**config.mk**
```make
export PLATFORM = sky130hd
export DESIGN_NAME = arcade_input_mapper
export DESIGN_NICKNAME = d
export VERILOG_FILES = /design/src/rtl/arcade_input_mapper.sv
export SDC_FILE = /design/constraint.sdc
export NUM_CORES = 1
export LEC_CHECK = 0
export BUFFER_PORTS_ARGS = -buffer_cell sky130_fd_sc_hd__clkbuf_2
export CAP_MARGIN = 5
export CORE_ASPECT_RATIO = 2
export CORE_UTILIZATION = 50
export DETAILED_ROUTE_END_ITERATION = 8
export GPL_ROUTABILITY_DRIVEN = 0
export HOLD_SLACK_MARGIN = 0.08
export PLACE_DENSITY = 0.67
export SYNTH_ARGS = -nofsm -noshare
export SYNTH_HDL_FRONTEND = slang
export SYNTH_SLANG_ARGS = --single-unit
```
**constraint.sdc**
```tcl
create_clock -name clk_sys -period 4.1 [get_ports clk_sys]
set_input_delay 0.41 -clock clk_sys [delete_from_list [all_inputs] [get_ports clk_sys]]
set_output_delay 0.41 -clock clk_sys [all_outputs]
set_load 0.005 [all_outputs]
```
**src/rtl/arcade_input_mapper.sv**
```systemverilog
// Merges PS/2 key events (via a loadable keymap) and joystick words into registered active-low button vectors.
// Optional autofire on button AUTOFIRE_BIT is built only when ARCADE_INPUT_AUTOFIRE_EN is defined.
module arcade_input_mapper #(
   parameter int          NUM_PLAYERS  = 2,
   parameter int          NUM_BUTTONS  = 12,
   parameter int          COIN_BIT     = 8,
   parameter logic [15:0] COIN_MIN     = 16'd50000,
   parameter int          AUTOFIRE_BIT = 4,
   parameter logic [19:0] AUTOFIRE_DIV = 20'd400000,
   localparam int         NUM_ENTRIES  = NUM_PLAYERS * NUM_BUTTONS,
   localparam int         ADDR_W       = (NUM_ENTRIES > 1) ? $clog2(NUM_ENTRIES) : 1
) (
   input  logic                       clk_sys,
   input  logic                       reset_n,
   input  logic [10:0]                ps2_key,
   input  logic [NUM_PLAYERS*16-1:0]  joy_in,
   input  logic                       map_wr,
   input  logic [ADDR_W-1:0]          map_addr,
   input  logic [8:0]                 map_data,
   input  logic                       autofire_on,
   output logic [NUM_ENTRIES-1:0]     btn_n,
   output logic                       busy,
   output logic                       ev_overflow
);

   typedef enum logic {IDLE, SCAN} state_t;

   localparam logic [ADDR_W-1:0] LAST_IDX = ADDR_W'(NUM_ENTRIES - 1);
   // The rising-edge cycle itself counts as the first stretched cycle.
   localparam logic [15:0] COIN_LOAD = (COIN_MIN == 16'd0) ? 16'd0 : COIN_MIN - 16'd1;

   function automatic logic [8:0] default_entry(input int i);
      case (i)
         0:       return 9'h174;
         1:       return 9'h16B;
         2:       return 9'h172;
         3:       return 9'h175;
         4:       return 9'h014;
         5:       return 9'h029;
         default: return 9'h000;
      endcase
   endfunction

   state_t                 state, state_d;
   logic [ADDR_W-1:0]      idx, idx_d;
   logic                   lat_pressed, lat_pressed_d;
   logic [8:0]             lat_code, lat_code_d;
   logic                   pend_valid, pend_valid_d;
   logic                   pend_pressed, pend_pressed_d;
   logic [8:0]             pend_code, pend_code_d;
   logic                   overflow_d;
   logic                   tog_q, primed;
   logic                   key_event;
   logic                   addr_ok;
   logic                   hit;
   logic [8:0]             keymap [NUM_ENTRIES];
   logic [NUM_ENTRIES-1:0] key_state;
   logic [NUM_ENTRIES-1:0] raw, merged;
   logic [15:0]            coin_cnt [NUM_PLAYERS];
   logic [NUM_PLAYERS-1:0] coin_prev;
   logic                   joy_unused;

   assign key_event  = primed && (ps2_key[10] != tog_q);
   assign addr_ok    = ({1'b0, map_addr} < (ADDR_W+1)'(NUM_ENTRIES));
   assign hit        = (keymap[idx] == lat_code) && (keymap[idx] != 9'h000);
   assign busy       = (state == SCAN);
   assign joy_unused = ^joy_in;

   // The toggle register is loaded without compare on the first cycle out of reset.
   always_ff @(posedge clk_sys or negedge reset_n) begin
      if (!reset_n) begin
         tog_q  <= 1'b0;
         primed <= 1'b0;
      end else begin
         tog_q  <= ps2_key[10];
         primed <= 1'b1;
      end
   end

   always_ff @(posedge clk_sys or negedge reset_n) begin
      if (!reset_n) begin
         for (int i = 0; i < NUM_ENTRIES; i++) keymap[i] <= default_entry(i);
      end else if (map_wr && addr_ok) begin
         keymap[map_addr] <= map_data;
      end
   end

   // A keymap write clears that entry's held state, overriding a same-cycle match.
   always_ff @(posedge clk_sys or negedge reset_n) begin
      if (!reset_n) begin
         key_state <= '0;
      end else begin
         if (state == SCAN && hit) key_state[idx] <= lat_pressed;
         if (map_wr && addr_ok)    key_state[map_addr] <= 1'b0;
      end
   end

   always_ff @(posedge clk_sys or negedge reset_n) begin
      if (!reset_n) begin
         state        <= IDLE;
         idx          <= '0;
         lat_pressed  <= 1'b0;
         lat_code     <= '0;
         pend_valid   <= 1'b0;
         pend_pressed <= 1'b0;
         pend_code    <= '0;
         ev_overflow  <= 1'b0;
      end else begin
         state        <= state_d;
         idx          <= idx_d;
         lat_pressed  <= lat_pressed_d;
         lat_code     <= lat_code_d;
         pend_valid   <= pend_valid_d;
         pend_pressed <= pend_pressed_d;
         pend_code    <= pend_code_d;
         ev_overflow  <= overflow_d;
      end
   end

   // On the final entry the pending slot is consumed, so a same-cycle event may refill it.
   always_comb begin
      state_d        = state;
      idx_d          = idx;
      lat_pressed_d  = lat_pressed;
      lat_code_d     = lat_code;
      pend_valid_d   = pend_valid;
      pend_pressed_d = pend_pressed;
      pend_code_d    = pend_code;
      overflow_d     = ev_overflow;
      case (state)
         IDLE: begin
            if (key_event) begin
               state_d       = SCAN;
               idx_d         = '0;
               lat_pressed_d = ps2_key[9];
               lat_code_d    = ps2_key[8:0];
            end
         end
         SCAN: begin
            if (idx == LAST_IDX) begin
               idx_d = '0;
               if (pend_valid) begin
                  lat_pressed_d = pend_pressed;
                  lat_code_d    = pend_code;
                  pend_valid_d  = key_event;
                  if (key_event) begin
                     pend_pressed_d = ps2_key[9];
                     pend_code_d    = ps2_key[8:0];
                  end
               end else if (key_event) begin
                  lat_pressed_d = ps2_key[9];
                  lat_code_d    = ps2_key[8:0];
               end else begin
                  state_d = IDLE;
               end
            end else begin
               idx_d = idx + 1'b1;
               if (key_event) begin
                  if (!pend_valid) begin
                     pend_valid_d   = 1'b1;
                     pend_pressed_d = ps2_key[9];
                     pend_code_d    = ps2_key[8:0];
                  end else begin
                     overflow_d = 1'b1;
                  end
               end
            end
         end
         default: state_d = IDLE;
      endcase
   end

   always_comb begin
      raw = key_state;
      for (int p = 0; p < NUM_PLAYERS; p++)
         for (int b = 0; b < NUM_BUTTONS; b++)
            if (b < 16) raw[p*NUM_BUTTONS+b] = key_state[p*NUM_BUTTONS+b] | joy_in[p*16+b];
   end

   always_ff @(posedge clk_sys or negedge reset_n) begin
      if (!reset_n) begin
         coin_prev <= '0;
         for (int p = 0; p < NUM_PLAYERS; p++) coin_cnt[p] <= '0;
      end else begin
         for (int p = 0; p < NUM_PLAYERS; p++) begin
            coin_prev[p] <= raw[p*NUM_BUTTONS+COIN_BIT];
            if (raw[p*NUM_BUTTONS+COIN_BIT] && !coin_prev[p])
               coin_cnt[p] <= COIN_LOAD;
            else if (coin_cnt[p] != 16'd0)
               coin_cnt[p] <= coin_cnt[p] - 16'd1;
         end
      end
   end

`ifdef ARCADE_INPUT_AUTOFIRE_EN
   logic [19:0] af_cnt;
   logic        af_phase;

   // Phase starts low so the first autofire half-period reads as released.
   always_ff @(posedge clk_sys or negedge reset_n) begin
      if (!reset_n) begin
         af_cnt   <= '0;
         af_phase <= 1'b0;
      end else if (af_cnt >= AUTOFIRE_DIV - 20'd1) begin
         af_cnt   <= '0;
         af_phase <= ~af_phase;
      end else begin
         af_cnt <= af_cnt + 20'd1;
      end
   end
`else
   logic autofire_unused;
   assign autofire_unused = autofire_on;
`endif

   always_comb begin
      merged = raw;
      for (int p = 0; p < NUM_PLAYERS; p++) begin
         merged[p*NUM_BUTTONS+COIN_BIT] = raw[p*NUM_BUTTONS+COIN_BIT] | (coin_cnt[p] != 16'd0);
`ifdef ARCADE_INPUT_AUTOFIRE_EN
         if (autofire_on && raw[p*NUM_BUTTONS+AUTOFIRE_BIT])
            merged[p*NUM_BUTTONS+AUTOFIRE_BIT] = merged[p*NUM_BUTTONS+AUTOFIRE_BIT] & af_phase;
`endif
      end
   end

   always_ff @(posedge clk_sys or negedge reset_n) begin
      if (!reset_n) btn_n <= '1;
      else          btn_n <= ~merged;
   end

endmodule

```
* Word-level counts from Yosys, hierarchy flattened *
Cells that the tools add are included.

word-level totals
  input bits = 61
  word-level logic and storage cells = 155
  register bits after elaboration = 328
  output and inout port bits = 26

cells by class
  bitwise operators = 33
  reduce and logical (&&, ||, !) cells = 20
  equality and inequality tests = 7
  mux-type cells = 45
  add/sub/neg operators = 3
  magnitude comparators = 8

operators by type and width
  kind                                                        count
  bitwise mux 216 bit                                         1
  2-to-1 mux 9 bit                                            11
  2-to-1 mux 16 bit                                           4
  2-to-1 mux 24 bit                                           2
  NOT 24 bit                                                  2
  binary-select mux 9 bit (select 5 bit)                      1
  demux 9 bit (select 5 bit)                                  1
  nonzero test 16 bit                                         2
  subtractor 16 x 1 -> 16 bit, second input constant          2
  bitwise OR 1 bit                                            26
  bitwise AND 24 bit                                          1
  bitwise mux 24 bit                                          1
  one-hot mux 9 bit (2 select lines)                          1
  2-to-1 mux 1 bit                                            16
  >= comparator 6 bit, second input constant                  2
  less-than comparator 5 x 6 -> 1 bit, second input constant  2
  NOT 5 -> 6 bit                                              2
  demux 1 bit (select 5 bit)                                  2
  >= comparator 5 x 1 -> 1 bit, second input constant         2
  2-to-1 mux 5 bit                                            2
  one-hot mux 5 bit (2 select lines)                          1
  == test 9 bit                                               1
  logical AND 1 bit                                           9
  nonzero test 9 bit                                          1
  other kinds (13)                                            21

* Logic depth before layout (Yosys ltp) *
  depth in word-level cells = 10
  gate-level depth with buffers = 14
  gate-level depth less buffers = 9

* Worst setup path after synthesis *
Ideal clock, no wire load.

  path kind = register to register
  start point = register idx[4]
  end point = register key_state[16]
  clock period less this slack = 3.061 ns
  required time = 4.020 ns
  arrival = 2.981 ns
  stages on the path, launching flop included = 12
  path buffers = 3
  path slack = 1.039 ns
  setup time = 0.080 ns
  cell sequence = dfrtp_1 -> clkbuf_2 -> clkbuf_1 -> nor3b_1 -> o2bb2ai_1 -> a21oi_1 -> nand3_1 -> xor2_1 -> or4_4 -> buf_6 -> or4_1 -> a21oi_1

on the way
  longest elaborated chain between the ends = 10
  elaborated cells between the ends (all ways) = 17
  those cells by class = 2 x order compare; 1 x eq/ne; 8 x mux; 2 x bitwise; 4 x reduce/logical

RTL lines
  what                                                        line  text
  start, declared                                             45    logic [ADDR_W-1:0] idx, idx_d;
  start signal, assigned                                      110   idx <= idx_d;
  NOT 5 -> 6 bit (implied by the code)                        65    assign hit = (keymap[idx] == lat_code) && (keymap[idx] != 9'h000);
  binary-select mux 9 bit (select 5 bit)                      65
  2-to-1 mux 9 bit (implied by the code) (2 in series)        65
  == test 9 bit / nonzero test 9 bit (equally long branches)  65
  logical AND 1 bit                                           65
  logical AND 1 bit                                           93    if (state == SCAN && hit) key_state[idx] <= lat_pressed;
  2-to-1 mux 24 bit *                                         93
  bitwise AND 24 bit (no source line)                         n/a
  2-to-1 mux 24 bit *                                         94    if (map_wr && addr_ok) key_state[map_addr] <= 1'b0;
  end signal, assigned by index                               93
  end, declared                                               57    logic [NUM_ENTRIES-1:0] key_state;

Every way passes the cells marked *; elsewhere a longest branch is shown, timed or not. The select of a mux whose other input is x is not followed.
A chain may end at the register's enable or synchronous reset.

* Worst setup path in the final report *
  start point = register idx[0]
  end point = register key_state[15]

The elaborated chain is that of the path after synthesis.

==> metrics list <==
* CTS tree: yes
- After detailed placement, the design holds a cell count of about 1700.
- Setup total negative slack: 0 ns
- The tree is rooted in a sky130_fd_sc_hd__clkbuf_16.
- Number of antenna cells inserted: 0
* Via density per instance: 5.82
* Ordered list of cells on the worst path: buf_12 > mux2i_1 > o22ai_1 > nor4_2 > buf_4 > nand3_1 > xor2_1 > or4_4 > buf_4 > nor4_2 > mux2i_1
- Buffers placed on the I/O ports in this run total 77.
- Detailed placement finished with a half-perimeter wire length of 27200 um.
- The layout has 2504 filler cells.
- Max-slew violation total from the final report: 0
- After layout, the design draws a total of roughly 9.1 mW.
* Placement row count: 90
* Crit. End Element: register
- Across every metal layer, demand over resource in global routing totals 0.252.
* Syn Nets: between 1000 and 1500
* Insertion delay to the later sink of the worst-skew pair: 0.56 ns
* Worst-margin pin slew: 0.933 ns
- The worst hold path passes through 2 cells.
- Overall overflow remaining after global route: 0
- Critical Path Start Type: register
* Number of global-route vias before repair: about 11000
* Number of max-cap violations: 0
* Clock sink count: roughly 330
* Global-route wire length before repair: 60500 um
* Post-Syn Instances: around 1300
- Clock power share: 0.305
- Commonest non-fill, non-tap cells in the layout: 276 x sky130_fd_sc_hd__dfrtp_1, 205 x sky130_fd_sc_hd__mux2_2, 182 x sky130_fd_sc_hd__nand2_1
- Post-synthesis instance area: 15500 um2
- Sw Share: 0.298
* Area used by sequential logic in the layout: around 8300 um2
* Clock Path Buffers: 3
* TritonRoute pass-1 iters: 5
* Delay of the slowest critical-path stage: about 0.71 ns
- Post-CTS setup buffer count: 0
* Initial antenna violation count: 0
- After synthesis the netlist holds a flip-flop and latch count of 328.
* Number of standard cells in the layout, taps in and fillers out: 1764
- I/O pin count: 87
- For this run, design rule violations remaining after detail routing come to 0.
* Worst reg2reg path endpoint: key_state[15]
- Based on the critical path, the design can be clocked at up to between 200 and 300 MHz.
- Ratio of final minimum period to clock period: 0.941
- Pleak: 7.59 nW
* Slack of the worst reg-to-reg path: 0.24 ns
- The critical path is of the reg -> reg type.
- The count of final hold-check violations was 0.
* Area share of the largest cell type after synthesis: 0.447
- VDD sags by at most 0.294 mV.
* Run status: complete, no violations
- Part of the total power dissipated in combinational logic: 0.235
- Final setup vio count: 0
* Layout area overhead: 13.0%
- After synthesis, the mean cell area works out to 12.0 um2.
- For this run, the register share of the synthesized area comes to 0.533.
- Setup repair after global routing left no endpoint under its margin.
* Worst clock skew: ~0.018 ns
- Worst hold-check path type: in -> reg
- Most common cell after layout, fill and taps aside: sky130_fd_sc_hd__dfrtp_1
* Worst min-delay path startpoint: ps2_key[0]
- Drt total wl: ~39000 um
* Number of enable-type register cells in the synthesized netlist: 0
- Height of the chip: 251 um
- The most used flip-flop cell after synthesis is sky130_fd_sc_hd__dfrtp_1.
* Data arrival, critical path: roughly 4.3 ns
- Clock tree synthesis inserted a total of 28 buffers.
- The die is roughly 130 um wide.
- Entering global routing, the biggest net connects 90 pins.
- The worst register-to-register path begins at idx[0].
- For this run, the number of Yosys warnings is 0.
- In the post-synthesis netlist, the biggest area contributors are sky130_fd_sc_hd__dfrtp_1 45%, sky130_fd_sc_hd__mux2_2 15%, sky130_fd_sc_hd__dfstp_2 8.6%.
* Worst slew margin relative to its limit: 0.377
- Iter 0 DRT Violations: 499
- Area of the core: 30400 um2
* Part of the total power dissipated in sequential elements: 0.460
- In this run the remaining antenna-violating nets after routing total 0.
- The internal power of the cells totals 6.40 mW.
* Pwr/cell area: 519 nW/um2
* Clock transition time at the flip-flop clock pins of the worst setup and hold paths: about 0.07 ns
- The biggest area contributor in the post-synthesis netlist is sky130_fd_sc_hd__dfrtp_1.
- For the worst flop-to-flop path, the logic depth is 11.
- In the final routed layout, each cell accounts on average for 22.0 um.
* Hold Path Sink: pend_code[0]
* Number of H-tree branching levels: 1
- The clock period could shrink to roughly 3.9 ns.
- The number of different library cells used by synthesis comes to 62.
* Worst path slowest cell: sky130_fd_sc_hd__or4_4
* Final design utilization: 0.577
- The die covers 31800 um2.
- Summed over all nets, the switching power comes to ~2.7 mW.
- Required time of the critical path: between 4 and 5 ns
- For this run, asynchronously set or reset flops after synthesis account for 1.00.
* Via count: 10300
- Area of the multi-input gates: 6740 um2
- The initial utilization of the core area, before any placement, comes to 0.510.
- Of the cells placed in the final design, the portion with a size suffix greater than 1 is 0.342.
- For this run, the post-layout net count is 1441.
- Crit Path Max Fanout: 20
-- synth_stat cells, drive strengths merged, types with 2 or more instances --
library cell    n
dfrtp         277
mux2          205
nand2         182
mux2i         103
clkbuf         71
nor2           60
dfstp          51
nor4           37
nand3          36
buf            28
o22ai          28
nor3           25
a21oi          24
xnor2          18
mux4           16
o21ai          11
and2           10
xor2           10
inv             8
nor3b           8
nand2b          7
nor2b           7
or4             7
ha              6
and3            5
nand4bb         5
or4b            5
and3b           4
o31ai           4
a211oi          3
a21boi          3
a22oi           3
nand4           3
or3             3
a221oi          2
nand3b          2
nand4b          2
o211ai          2
o41ai           2
or2             2
-- worst max-delay path: cells and delay by family, from the launching register on --
family / cells / cell delay [ns]
flip-flops: 1 / 0.68
AO/OA/AOI/OAI: 1 / 0.12
AND/OR/NAND/NOR: 4 / 1.64
multiplexers: 2 / 0.50
XOR/XNOR: 1 / 0.16
buffers and inverters: 3 / 0.64
-- final cells by class --
| type | count | area share |
|---|---|---|
| flip-flops and latches | 328 | 0.472 |
| multi-input cells | 859 | 0.384 |
| repair buffers | 149 | 0.0605 |
| clock buffers | 46 | 0.0507 |
| well taps | 368 | 0.0263 |
| clock inverters | 6 | 0.00471 |
| inverters | 8 | 0.00171 |
-- stage by stage --
stage	instance area, um2	hold WS [ns]	setup slack [ns]
after global routing	17500	0.0940	0.0628
after detailed placement	16300	0.379	0.114
after global placement	16300	0.376	0.171
after floorplan	15500	0.114	1.04
final	17500	0.0969	0.240
after CTS	17500	0.0825	0.0434
-- kinds of logic after synthesis --
family,count (synthesis),synth area share
flip-flops,328,0.533
AND/OR/NAND/NOR,414,0.140
buffers and inverters,107,0.0331
multiplexers,324,0.238
other,1,0.000242
adder cells (fa/ha/maj),6,0.00484
XOR/XNOR,28,0.0163
AO/OA/AOI/OAI,86,0.0344
-- worst max path at each step --
stage          slack (ns)  cells past startpoint             to    from
6_report             0.24                     11  key_state[15]  idx[0]
5_1_grt              0.06                     11  key_state[15]  idx[0]
4_1_cts              0.04                     11  key_state[15]  idx[0]
3_5_place_dp         0.11                     11  key_state[11]  idx[0]
3_3_place_gp         0.17                     11  key_state[13]  idx[0]
2_1_floorplan        1.04                     11  key_state[16]  idx[4]
-- registers in the layout (all words and copies together), names as in the netlist, 2 cells and up --
register   count
keymap       216
lat_code       9
coin_prev      2
pend_code      9
idx            5
coin_cnt      32
btn_n         24
key_state     24
-- layer usage --
layer,wire length [um],track usage,vias to the layer above
met1,14300,0.277,5231
met5,0,0,-
met3,1370,0.0258,85
li1,-,-,4727
met2,21000,0.472,229
met4,2020,0.134,0
-- timing repair --
action | CTS | global route
endpoints found under the hold margin | 89 | 0
resized for setup | 0 | 1
hold buffers | 25 | 0
setup endpoints to repair | 0 | 2
-- power groups by stage --
stage	clock network [mW]	logic, mW	registers [mW]
floorplan	0	1.53	4.10
global placement	0	2.06	4.21
detailed placement	0	2.11	4.25
CTS	2.83	2.14	4.19
global route	2.96	2.32	4.26
finish	2.78	2.14	4.19
(Power assumes the default switching activity.)
